$ cat config.mk
export PLATFORM = sky130hd
export DESIGN_NAME = mem_loader_flat
export DESIGN_NICKNAME = d
export VERILOG_FILES = /design/src/rtl/mem_loader_pkg.sv /design/src/rtl/mem_loader_if.sv /design/src/rtl/mem_loader_byte_packer.sv /design/src/rtl/mem_loader.sv /design/src/flat_wrapper.sv
export SDC_FILE = /design/constraint.sdc
export NUM_CORES = 1
export LEC_CHECK = 0
export CORE_MARGIN = 4
export CORE_UTILIZATION = 50
export CTS_CLUSTER_DIAMETER = 30
export CTS_CLUSTER_SIZE = 24
export DETAILED_ROUTE_END_ITERATION = 7
export PLACE_DENSITY = 0.85
export SYNTH_ARGS = -nofsm -noshare
export SYNTH_HDL_FRONTEND = slang
export SYNTH_HIERARCHICAL = 1
export SYNTH_SLANG_ARGS = --single-unit
export TNS_END_PERCENT = 30
$ cat constraint.sdc
create_clock -name clk_i -period 2.5 [get_ports clk_i]
set_input_delay 0.75 -clock clk_i [delete_from_list [all_inputs] [get_ports clk_i]]
set_output_delay 0.75 -clock clk_i [all_outputs]
set_load 0.02 [all_outputs]
$ cat src/rtl/mem_loader_pkg.sv
// Shared types and constants for the byte-stream-to-memory loader.
// Optional readback check is enabled by defining MEM_LOADER_VERIFY_EN.
package mem_loader_pkg;

  typedef enum logic [2:0] {
    StIdle,
    StCollect,
    StWrite,
    StVerify,
    StCheck,
    StDone
  } state_e;

  localparam int unsigned BYTES_PER_WORD = 4;
  localparam int unsigned LANE_W         = $clog2(BYTES_PER_WORD);
  localparam logic [31:0] ADDR_STEP      = 32'd4;

  localparam logic MEM_RD = 1'b1;
  localparam logic MEM_WR = 1'b0;

endpackage

$ cat src/rtl/mem_loader_if.sv
// Byte stream, memory write/read port and status bundle of mem_loader.
// master = the loader, slave = byte source / memory / controller side.
interface mem_loader_if;

  logic        start;
  logic        in_valid;
  logic [7:0]  in_data;
  logic        in_ready;
  logic [31:0] mem_addr;
  logic [31:0] mem_wdata;
  logic        mem_rw;
  logic [31:0] mem_rdata;
  logic        busy;
  logic        done;
  logic [15:0] word_count;
  logic        error;

  modport master (
    input  start, in_valid, in_data, mem_rdata,
    output in_ready, mem_addr, mem_wdata, mem_rw, busy, done, word_count, error
  );

  modport slave (
    output start, in_valid, in_data, mem_rdata,
    input  in_ready, mem_addr, mem_wdata, mem_rw, busy, done, word_count, error
  );

endinterface

$ cat src/rtl/mem_loader_byte_packer.sv
// Little-endian byte-to-word assembler: lane 0 lands in [7:0], lane 3 in [31:24].
module byte_packer
  import mem_loader_pkg::*;
(
  input  logic              clk_i,
  input  logic              rst_ni,
  input  logic              clr_i,
  input  logic              we_i,
  input  logic [LANE_W-1:0] lane_i,
  input  logic [7:0]        byte_i,
  output logic [31:0]       word_o
);

  logic [31:0] word_q, word_d;

  always_comb begin
    word_d = word_q;
    if (clr_i) begin
      word_d = '0;
    end else if (we_i) begin
      for (int unsigned l = 0; l < BYTES_PER_WORD; l++) begin
        if (lane_i == LANE_W'(l)) begin
          word_d[8*l +: 8] = byte_i;
        end
      end
    end
  end

  always_ff @(posedge clk_i or negedge rst_ni) begin
    if (!rst_ni) begin
      word_q <= '0;
    end else begin
      word_q <= word_d;
    end
  end

  assign word_o = word_q;

endmodule

$ cat src/rtl/mem_loader.sv
// Packs a byte stream into 32-bit words and writes them to consecutive addresses.
// Define MEM_LOADER_VERIFY_EN to read back and compare every written word.
module mem_loader
  import mem_loader_pkg::*;
#(
  parameter logic [31:0] BaseAddr = 32'h0000_0000,
  parameter int unsigned Depth    = 256
) (
  input logic          clk_i,
  input logic          rst_ni,
  mem_loader_if.master bus_io
);

  localparam logic [15:0]       LastIdx  = 16'(Depth - 1);
  localparam logic [LANE_W-1:0] LastLane = LANE_W'(BYTES_PER_WORD - 1);

  state_e              state_q, state_d;
  logic [LANE_W-1:0]   byte_idx_q, byte_idx_d;
  logic [15:0]         word_idx_q, word_idx_d;
  logic [15:0]         word_count_q, word_count_d;
  logic [31:0]         addr_q, addr_d;
  logic                accept, clr, advance;
  logic [31:0]         packed_word;

  assign accept = (state_q == StCollect) && bus_io.in_valid;

`ifdef MEM_LOADER_VERIFY_EN
  logic error_q, error_d, mismatch;
  // Readback data is valid in StCheck, one cycle after StVerify presented the address.
  assign mismatch = (state_q == StCheck) && (bus_io.mem_rdata != packed_word);
`endif

  always_comb begin
    state_d      = state_q;
    byte_idx_d   = byte_idx_q;
    word_idx_d   = word_idx_q;
    word_count_d = word_count_q;
    addr_d       = addr_q;
    clr          = 1'b0;
    advance      = 1'b0;
`ifdef MEM_LOADER_VERIFY_EN
    error_d      = error_q;
`endif
    unique case (state_q)
      StIdle, StDone: begin
        if (bus_io.start) begin
          state_d      = StCollect;
          byte_idx_d   = '0;
          word_idx_d   = '0;
          word_count_d = '0;
          addr_d       = BaseAddr;
          clr          = 1'b1;
`ifdef MEM_LOADER_VERIFY_EN
          error_d      = 1'b0;
`endif
        end
      end
      StCollect: begin
        if (bus_io.in_valid) begin
          byte_idx_d = byte_idx_q + 1'b1;
          if (byte_idx_q == LastLane) state_d = StWrite;
        end
      end
      StWrite: begin
`ifdef MEM_LOADER_VERIFY_EN
        state_d = StVerify;
`else
        advance = 1'b1;
`endif
      end
`ifdef MEM_LOADER_VERIFY_EN
      StVerify: state_d = StCheck;
      StCheck: begin
        if (mismatch) error_d = 1'b1;
        advance = 1'b1;
      end
`endif
      default: state_d = StIdle;
    endcase

    // Word index holds at the last word so the address never runs past the load.
    if (advance) begin
      word_count_d = word_count_q + 16'd1;
      if (word_idx_q == LastIdx) begin
        state_d = StDone;
      end else begin
        state_d    = StCollect;
        word_idx_d = word_idx_q + 16'd1;
        addr_d     = addr_q + ADDR_STEP;
      end
    end
  end

  always_ff @(posedge clk_i or negedge rst_ni) begin
    if (!rst_ni) begin
      state_q      <= StIdle;
      byte_idx_q   <= '0;
      word_idx_q   <= '0;
      word_count_q <= '0;
      addr_q       <= BaseAddr;
    end else begin
      state_q      <= state_d;
      byte_idx_q   <= byte_idx_d;
      word_idx_q   <= word_idx_d;
      word_count_q <= word_count_d;
      addr_q       <= addr_d;
    end
  end

`ifdef MEM_LOADER_VERIFY_EN
  always_ff @(posedge clk_i or negedge rst_ni) begin
    if (!rst_ni) begin
      error_q <= 1'b0;
    end else begin
      error_q <= error_d;
    end
  end

  assign bus_io.error = error_q | mismatch;
`else
  assign bus_io.error = 1'b0;
`endif

  byte_packer u_packer (
    .clk_i  (clk_i),
    .rst_ni (rst_ni),
    .clr_i  (clr),
    .we_i   (accept),
    .lane_i (byte_idx_q),
    .byte_i (bus_io.in_data),
    .word_o (packed_word)
  );

  assign bus_io.in_ready   = (state_q == StCollect);
  assign bus_io.mem_rw     = (state_q == StWrite) ? MEM_WR : MEM_RD;
  assign bus_io.busy       = (state_q == StCollect) || (state_q == StWrite) ||
                             (state_q == StVerify) || (state_q == StCheck);
  assign bus_io.done       = (state_q == StDone);
  assign bus_io.mem_addr   = addr_q;
  assign bus_io.mem_wdata  = packed_word;
  assign bus_io.word_count = word_count_q;

endmodule

$ cat src/flat_wrapper.sv
// flat-port wrapper written by rule: the top's interface ports become plain ports
module mem_loader_flat import mem_loader_pkg::*;
#(
  parameter logic [31:0] BaseAddr = 32'h0000_0000,
  parameter int unsigned Depth    = 256
)
  (clk_i, rst_ni, bus_io_start, bus_io_in_valid, bus_io_in_data, bus_io_mem_rdata, bus_io_in_ready, bus_io_mem_addr, bus_io_mem_wdata, bus_io_mem_rw, bus_io_busy, bus_io_done, bus_io_word_count, bus_io_error);
  mem_loader_if bus_io_i ();
  input logic clk_i;
  input logic rst_ni;
  input wire logic [$bits(bus_io_i.start)-1:0] bus_io_start;
  input wire logic [$bits(bus_io_i.in_valid)-1:0] bus_io_in_valid;
  input wire logic [$bits(bus_io_i.in_data)-1:0] bus_io_in_data;
  input wire logic [$bits(bus_io_i.mem_rdata)-1:0] bus_io_mem_rdata;
  output wire logic [$bits(bus_io_i.in_ready)-1:0] bus_io_in_ready;
  output wire logic [$bits(bus_io_i.mem_addr)-1:0] bus_io_mem_addr;
  output wire logic [$bits(bus_io_i.mem_wdata)-1:0] bus_io_mem_wdata;
  output wire logic [$bits(bus_io_i.mem_rw)-1:0] bus_io_mem_rw;
  output wire logic [$bits(bus_io_i.busy)-1:0] bus_io_busy;
  output wire logic [$bits(bus_io_i.done)-1:0] bus_io_done;
  output wire logic [$bits(bus_io_i.word_count)-1:0] bus_io_word_count;
  output wire logic [$bits(bus_io_i.error)-1:0] bus_io_error;
  assign bus_io_i.start = bus_io_start;
  assign bus_io_i.in_valid = bus_io_in_valid;
  assign bus_io_i.in_data = bus_io_in_data;
  assign bus_io_i.mem_rdata = bus_io_mem_rdata;
  assign bus_io_in_ready = bus_io_i.in_ready;
  assign bus_io_mem_addr = bus_io_i.mem_addr;
  assign bus_io_mem_wdata = bus_io_i.mem_wdata;
  assign bus_io_mem_rw = bus_io_i.mem_rw;
  assign bus_io_busy = bus_io_i.busy;
  assign bus_io_done = bus_io_i.done;
  assign bus_io_word_count = bus_io_i.word_count;
  assign bus_io_error = bus_io_i.error;
  mem_loader #(.BaseAddr(BaseAddr), .Depth(Depth)) u_core (.clk_i(clk_i), .rst_ni(rst_ni), .bus_io(bus_io_i));
endmodule
==> results.md, run 1 <==
- Final HPWL DP: ~8600 um
- Detail Route Antenna Nets: 0
- Worst IR Drop VDD: between 600 and 700 uV
- IO Pins: 129
- Max Buffers Root-to-Sink: 2
- Peak Freq: 0.4174 GHz
- Vias/cell: between 5 and 6
- All-Layer GR Usage: 21.70%
- Worst-Skew Late Latency: 370 ps
- Fraction of registers with async set/reset: 100.0%
- Post-route DRC: 0
- Util after Layout: roughly 66%
- NumNets Final: 657
- Non-filler instance count after layout: around 750
- Final worst-path cycle share: between 90% and 100%
- Clock skew: around 14 ps
- Grt ovf: 0
- EDFF count, synth: 0
- Clock sinks: between 100 and 150
- PwrDens: 778.0 nW/um^2
- Run status: finished, final reports clean
- Max Slew Vio Count: 0
- Crit path capture type: output pin
- Filler Cell Count: about 760
- Largest net degree at the start of global routing: between 50 and 60
- Final Wtd Congestion: between 0.8 and 0.9
- Die Y: approximately 110 um
- Synth top area share: between 40% and 50%
- Port Buffers: 95
- Post-Synthesis Net Count: 560
- Num rows: 36
- DR vias: roughly 4300
- Sequential element share of the synthesized area: between 40 and 50%
- Maxcap violations: 0
- Leak: slightly below 3 nW
- H-tree depth: 3
- Flops & latches, synth: approximately 100
- Placed insts: about 730
- Area leader, netlist: dfrtp_1
- Startpoint types: flip-flop
- Mapped Area: about 5200 um^2
- Yosys warns: 6
- Fin crit period: about 2400 ps
- Final setup TNS: 0 ps
- Final hold vios: 0
- Hold_buf cts: 0
- Main flop type after synthesis: dfrtp_1
- Most numerous cell in the Yosys netlist: dfrtp_1
- Worst setup path category: flip-flop to output pin
- Starting Density: between 50% and 60%
- Iteration-0 DRC Markers: 263
- RSZ-0062 raised after global routing: no
- Final WL: 12480 um
- CTS buffer count: 9
- Antenna violations before repair: 0
- P&R area growth vs syn: 26.85%
- Reg2Reg Depth: 7
- CP arrival: about 1700 ps
- Syn_area_per_cell: ~10 um^2
- Worst-margin pin slew: approximately 720 ps
- Netlist cell types: between 40 and 50
- Setup violations, final: 0
- Hold Path Class: primary input to asynchronous set/reset pin
- Diodes inserted: 0
- Rel. slew slack: approximately half
- WP data required: 1750 ps
- Pre-antenna DRT Iters: 4
- First-pass GRT wire length: 20730 um
- Core area: between 9000 and 10000 um^2
- Most common library cells after synthesis: dfrtp_1, nand2_1, mux2i_1
- Post-Synthesis Cells: between 500 and 600
- DR WL/cell: about 17 um
- Largest fanout on the critical path: 11
- Top cells by area, synth: dfrtp_1, mux2i_1, nand2b_1, nand2_1, nand3_1
- Chip Width: approximately 110 um
- Reg clk slew, reported paths: ~100 ps
- DIE AREA: between 10000 and 15000 um^2
- Vias in the first global route: about 4300
- Root buffer cell: clkbuf_8
- Share of layout cells above drive strength 1: 7.015%
- CTS tree: built
through the flow:
stage	total power, mW	hold WS, ps	setup slack [ps]	instance area (um^2)
global placement	3.876	465.7	198.1	6345
CTS	5.171	291.2	74.08	6580
finish	5.119	286.0	104.4	6580
detailed placement	3.938	474.2	130.2	6345
floorplan	3.104	454.4	258.6	5187
global route	5.412	306.0	8.463	6580
kinds of logic after synthesis:
kind of cell / share of synthesized area [%]
buffers and inverters: 3.449
adders and majority gates: 0.9648
muxes: 12.35
other: 0.07229
and+or+nand+nor: 26.58
DFF: 48.72
xor gates and xnor gates: 0.6753
AOI/OAI and AO/OA: 7.188
area by class of cell:
class | instances | area, um^2 | share of cell area, %
clock buffers | 9 | 123.9 | 1.882
clock inverters | 6 | 111.4 | 1.692
inverters | 12 | 47.55 | 0.7226
multi-input cells | 373 | 2495 | 37.92
flip-flops and latches | 101 | 2527 | 38.41
well taps | 133 | 166.4 | 2.529
repair buffers | 112 | 1109 | 16.85
path summary, 6_finish.rpt:
path                                       startpoint                          end  slack (ps)
hold reg to reg            u_core/bus_io.mem_addr[31]   u_core/bus_io.mem_addr[31]         480
min in group clk_i         u_core/bus_io.mem_addr[31]   u_core/bus_io.mem_addr[31]         480
setup reg to reg                    u_core/state_q[2]   u_core/bus_io.mem_addr[20]         230
hold / removal                                 rst_ni   u_core/bus_io.mem_addr[13]         290
max in group asynchronous                      rst_ni  u_core/bus_io.word_count[4]        1580
setup / recovery                    u_core/state_q[2]                bus_io_mem_rw         100
power by group:
group          switching (mW)  internal (mW)
clock                   0.569          0.662
sequential              0.216           1.91
combinational           0.942          0.815
layer usage:
metal | track usage, % | routed length [um] | vias to the layer above
met5 | 0 | 0 | -
met4 | 6.144 | 134 | 0
met3 | 6.518 | 1014 | 14
met2 | 34.84 | 6074 | 153
met1 | 28.53 | 5257 | 2098
li1 | - | - | 2039
worst max-delay path, cell delays in order (launching register included):
cell	delay, ps
dfrtp_1	440
buf_4	180
nor3b_4	220
inv_4	100
dlygate4sd2_1	340
timing repair:
action | CTS | global route
endpoints found under the setup margin | 4 | 0
setup buffers | 0 | 0
resized for setup | 5 | 0
cell usage in the layout, fill, tap and decap left out, types with 5 or more instances in the layout:
| master | Yosys | routed |
|---|---|---|
| a21oi_1 | 13 | 13 |
| and2_1 | 6 | 6 |
| and3_1 | 9 | 9 |
| buf_4 | 3 | 15 |
| clkbuf_8 | 0 | 9 |
| clkdlybuf4s50_1 | 0 | 90 |
| dfrtp_1 | 101 | 101 |
| inv_1 | 11 | 11 |
| mux2i_1 | 64 | 64 |
| nand2_1 | 68 | 68 |
| nand2b_1 | 49 | 49 |
| nand3_1 | 27 | 27 |
| nand4_1 | 18 | 18 |
| nor2_1 | 13 | 13 |
| nor4_1 | 14 | 14 |
| o21ai_0 | 16 | 16 |
| o311ai_0 | 5 | 5 |
| o31ai_1 | 15 | 15 |
| or4_1 | 10 | 10 |
registers in the layout (all words and copies together) (netlist names):
register,count
u_core/bus_io.word_count,16
u_core/bus_io.mem_addr,32
u_core/word_idx_q,16
u_core/byte_idx_q,2
u_core/u_packer/word_o,32
u_core/state_q,3
No activity file was read; power rests on OpenSTA's default activity.
==> run 2, diff against run 1 <==
- GPL_ROUTABILITY_DRIVEN: not set -> 0
==> results of run 2 <==
Final layout, timing and power as in run 1 (identical DEF).
==> run 3, diff against run 2 <==
- CORE_ASPECT_RATIO: not set -> 0.6
==> run 3 against run 2 <==
Maximum frequency is 1.2% higher; global-route usage is 0.28 points higher; final cell count up 0.94%; clock power up 11%; combinational power barely moved; die area up 0.45%; worst hold slack better by 18 ps; wire length is 5.3% higher; total power is 3.1% higher; critical path type unchanged; largest power group unchanged.
==> results.md, run 3 (same netlist as run 1, synthesis figures left out) <==
- Post-route DRC: 0 (unchanged)
- Cell internal pwr: 3.439 mW (was 3.392 mW)
- Worst-Skew Late Latency: 350 ps (was 370 ps)
- Max Slew Vio Count: 0 (unchanged)
- Rel. slew slack: 62.89% (was 51.44%)
- Max Buffers Root-to-Sink: 2 (unchanged)
- Final Hold Slack: 303.5 ps (was 286.0 ps)
- IO Pins: 129 (unchanged)
- P&R area growth vs syn: 28.77% (was 26.85%)
- Core area: 9985 um^2 (was 9955 um^2)
- WP data required: 1750 ps (about the same)
- Logic pwr share: 33.7% (was 34.3%)
- GRT busiest layer: met2 (unchanged)
- Pre-CTS setup slack: 109.6 ps (was 130.2 ps)
- Final HPWL DP: 9300 um (was 8590 um)
- Starting Density: 51.95% (was 52.11%)
- Worst-margin pin slew: 552.4 ps (was 721.7 ps)
- Clock power share: 25.7% (was 24.0%)
- Final hold vios: 0 (unchanged)
- Final WL: 13140 um (was 12480 um)
- Min setup slack post-route: 132.4 ps (was 104.4 ps)
- H-tree depth: 3 (unchanged)
- Post-cts gate resize count: 4 (was 5)
- DIE AREA: 12120 um^2 (was 12070 um^2)
- Root buffer cell: clkbuf_16 (was clkbuf_8)
- DR vias: 4464 (was 4304)
- RSZ-0062 raised after global routing: no (unchanged)
- Placed insts: 737 (was 731)
- Clock sinks: 101 (unchanged)
- Commonest non-fill, non-tap cell in the layout: dfrtp_1 (unchanged)
- Port Buffers: 95 (unchanged)
- Share of layout cells above drive strength 1: 7.767% (was 7.015%)
- Setup Fix Bufs, Post-CTS: 0 (unchanged)
- Iteration-0 DRC Markers: 366 (was 263)
- Filler Cell Count: 748 (was 763)
- Peak Freq: 0.4224 GHz (was 0.4174 GHz)
- Sequential share of power: 40.6% (was 41.6%)
- First-pass GRT wire length: 21610 um (was 20730 um)
- Vias in the first global route: 4233 (was 4252)
- GR met2 Demand/Resource: 35.67% (was 34.84%)
- Most frequent cells in the layout: dfrtp_1, clkdlybuf4s50_1, nand2_1, mux2i_1, nand2b_1 (unchanged)
- Worst setup path category: flip-flop to output pin (unchanged)
- Non-filler instance count after layout: 753 (was 746)
- PwrDens: 790.3 nW/um^2 (was 778.0 nW/um^2)
- Largest fanout on the critical path: 6 (was 11)
- Total net switching power: 1.840 mW (was 1.728 mW)
- Clock skew: 7.318 ps (was 14.13 ps)
- NumNets Final: 661 (was 657)
- CTS buffer count: 9 (unchanged)
- CP arrival: 1620 ps (was 1650 ps)
- Leak: 3.010 nW (was 2.957 nW)
- Final worst-path cycle share: 94.70% (was 95.82%)
- Reg clk slew, reported paths: 80 ps (was 100 ps)
- Fin crit period: 2368 ps (was 2396 ps)
- Chip Width: 139.5 um (was 109.9 um)
- Hold_buf cts: 0 (unchanged)
- M1 GR Usage: 30.54% (was 28.53%)
- Detail Route Antenna Nets: 0 (unchanged)
- Tot Pwr: 5.279 mW (was 5.119 mW)
- Antenna violations before repair: 0 (unchanged)
- Worst IR Drop VDD: 706.3 uV (was 643.3 uV)
- Grt ovf: 0 (unchanged)
- Diodes inserted: 0 (unchanged)
- Num rows: 28 (was 36)
- Setup violations, final: 0 (unchanged)
- Final setup TNS: 0 ps (unchanged)
- Hold Path Class: primary input to asynchronous set/reset pin (unchanged)
- Startpoint types: flip-flop (unchanged)
- Vias/cell: 5.928 (was 5.769)
- Die Y: 86.90 um (was 109.9 um)
- Crit path capture type: output pin (unchanged)
- Largest net degree at the start of global routing: 56 (unchanged)
- Met3 Track Usage GR: 4.224% (was 6.518%)
- All-Layer GR Usage: 21.98% (was 21.70%)
- CTS tree: built (unchanged)
- Pre-antenna DRT Iters: 5 (was 4)
- Net Sw Frac: 34.85% (was 33.75%)
- Run status: finished, final reports clean (unchanged)
- Maxcap violations: 0 (unchanged)
- DR WL/cell: 17.45 um (was 16.73 um)
run 3: cell types whose count changed in the layout (fill, tap and decap cells not counted), moves of 2 or more:
cell	previous run	this run
inv_6	1	3
buf_4	15	18
bufinv_16	3	0
clkbuf_16	0	9
clkbuf_8	9	0
run 3: final timing paths:
kind / startpoint / to / slack, ps / depth (start not counted)
worst max-delay path: u_core/state_q[2] / bus_io_done / 130 / 3
worst min register to register: u_core/bus_io.mem_addr[31] / u_core/bus_io.mem_addr[31] / 480 / 1
worst min-delay path: rst_ni / u_core/u_packer/word_o[6] / 300 / 1
max in group asynchronous: rst_ni / u_core/bus_io.word_count[12] / 1640 / 2
worst max register to register: u_core/word_idx_q[11] / u_core/bus_io.mem_addr[5] / 280 / 5
min in group clk_i: u_core/bus_io.mem_addr[31] / u_core/bus_io.mem_addr[31] / 480 / 1
run 3: metal layers:
| metal | wire length [um] | vias to the layer above | share of wire (%) |
|---|---|---|---|
| met1 | 5727 | 2195 | 44 |
| met2 | 6369 | 199 | 48 |
| li1 | - | 2055 | - |
| met5 | 0 | - | 0 |
| met4 | 131 | 0 | 1.0 |
| met3 | 911 | 15 | 6.9 |
run 3: stage by stage:
| stage | utilization [%] | cell area, um^2 |
|---|---|---|
| floorplan | - | 5187 |
| detailed placement | 64.02 | 6392 |
| global placement | 64.02 | 6392 |
| global route | 66.90 | 6680 |
| CTS | 66.90 | 6680 |
| finish | 66.90 | 6680 |
run 3: layout make-up:
cell class | count | area (um^2) | area share (%)
tap | 135 | 168.9 | 2.529
inverter | 12 | 47.55 | 0.7117
clock buffer | 9 | 225.2 | 3.371
multi-input combinational | 373 | 2492 | 37.31
sequential | 101 | 2527 | 37.83
clock inverter | 7 | 67.56 | 1.011
timing repair buffer | 116 | 1151 | 17.23
run 3: worst max-delay path: stages, from the launching register on:
cell and delay [ps]:
dfrtp_1 510, inv_1 100, nor3b_1 260, dlygate4sd2_1 400
run 3: power groups by stage:
stage | logic, mW | registers, mW | clock network, mW
6_report | 1.78 | 2.14 | 1.36
5_1_grt | 1.90 | 2.18 | 1.48
4_1_cts | 1.80 | 2.14 | 1.40
3_5_place_dp | 1.79 | 2.17 | 0
3_3_place_gp | 1.73 | 2.15 | 0
2_1_floorplan | 0.680 | 2.42 | 0
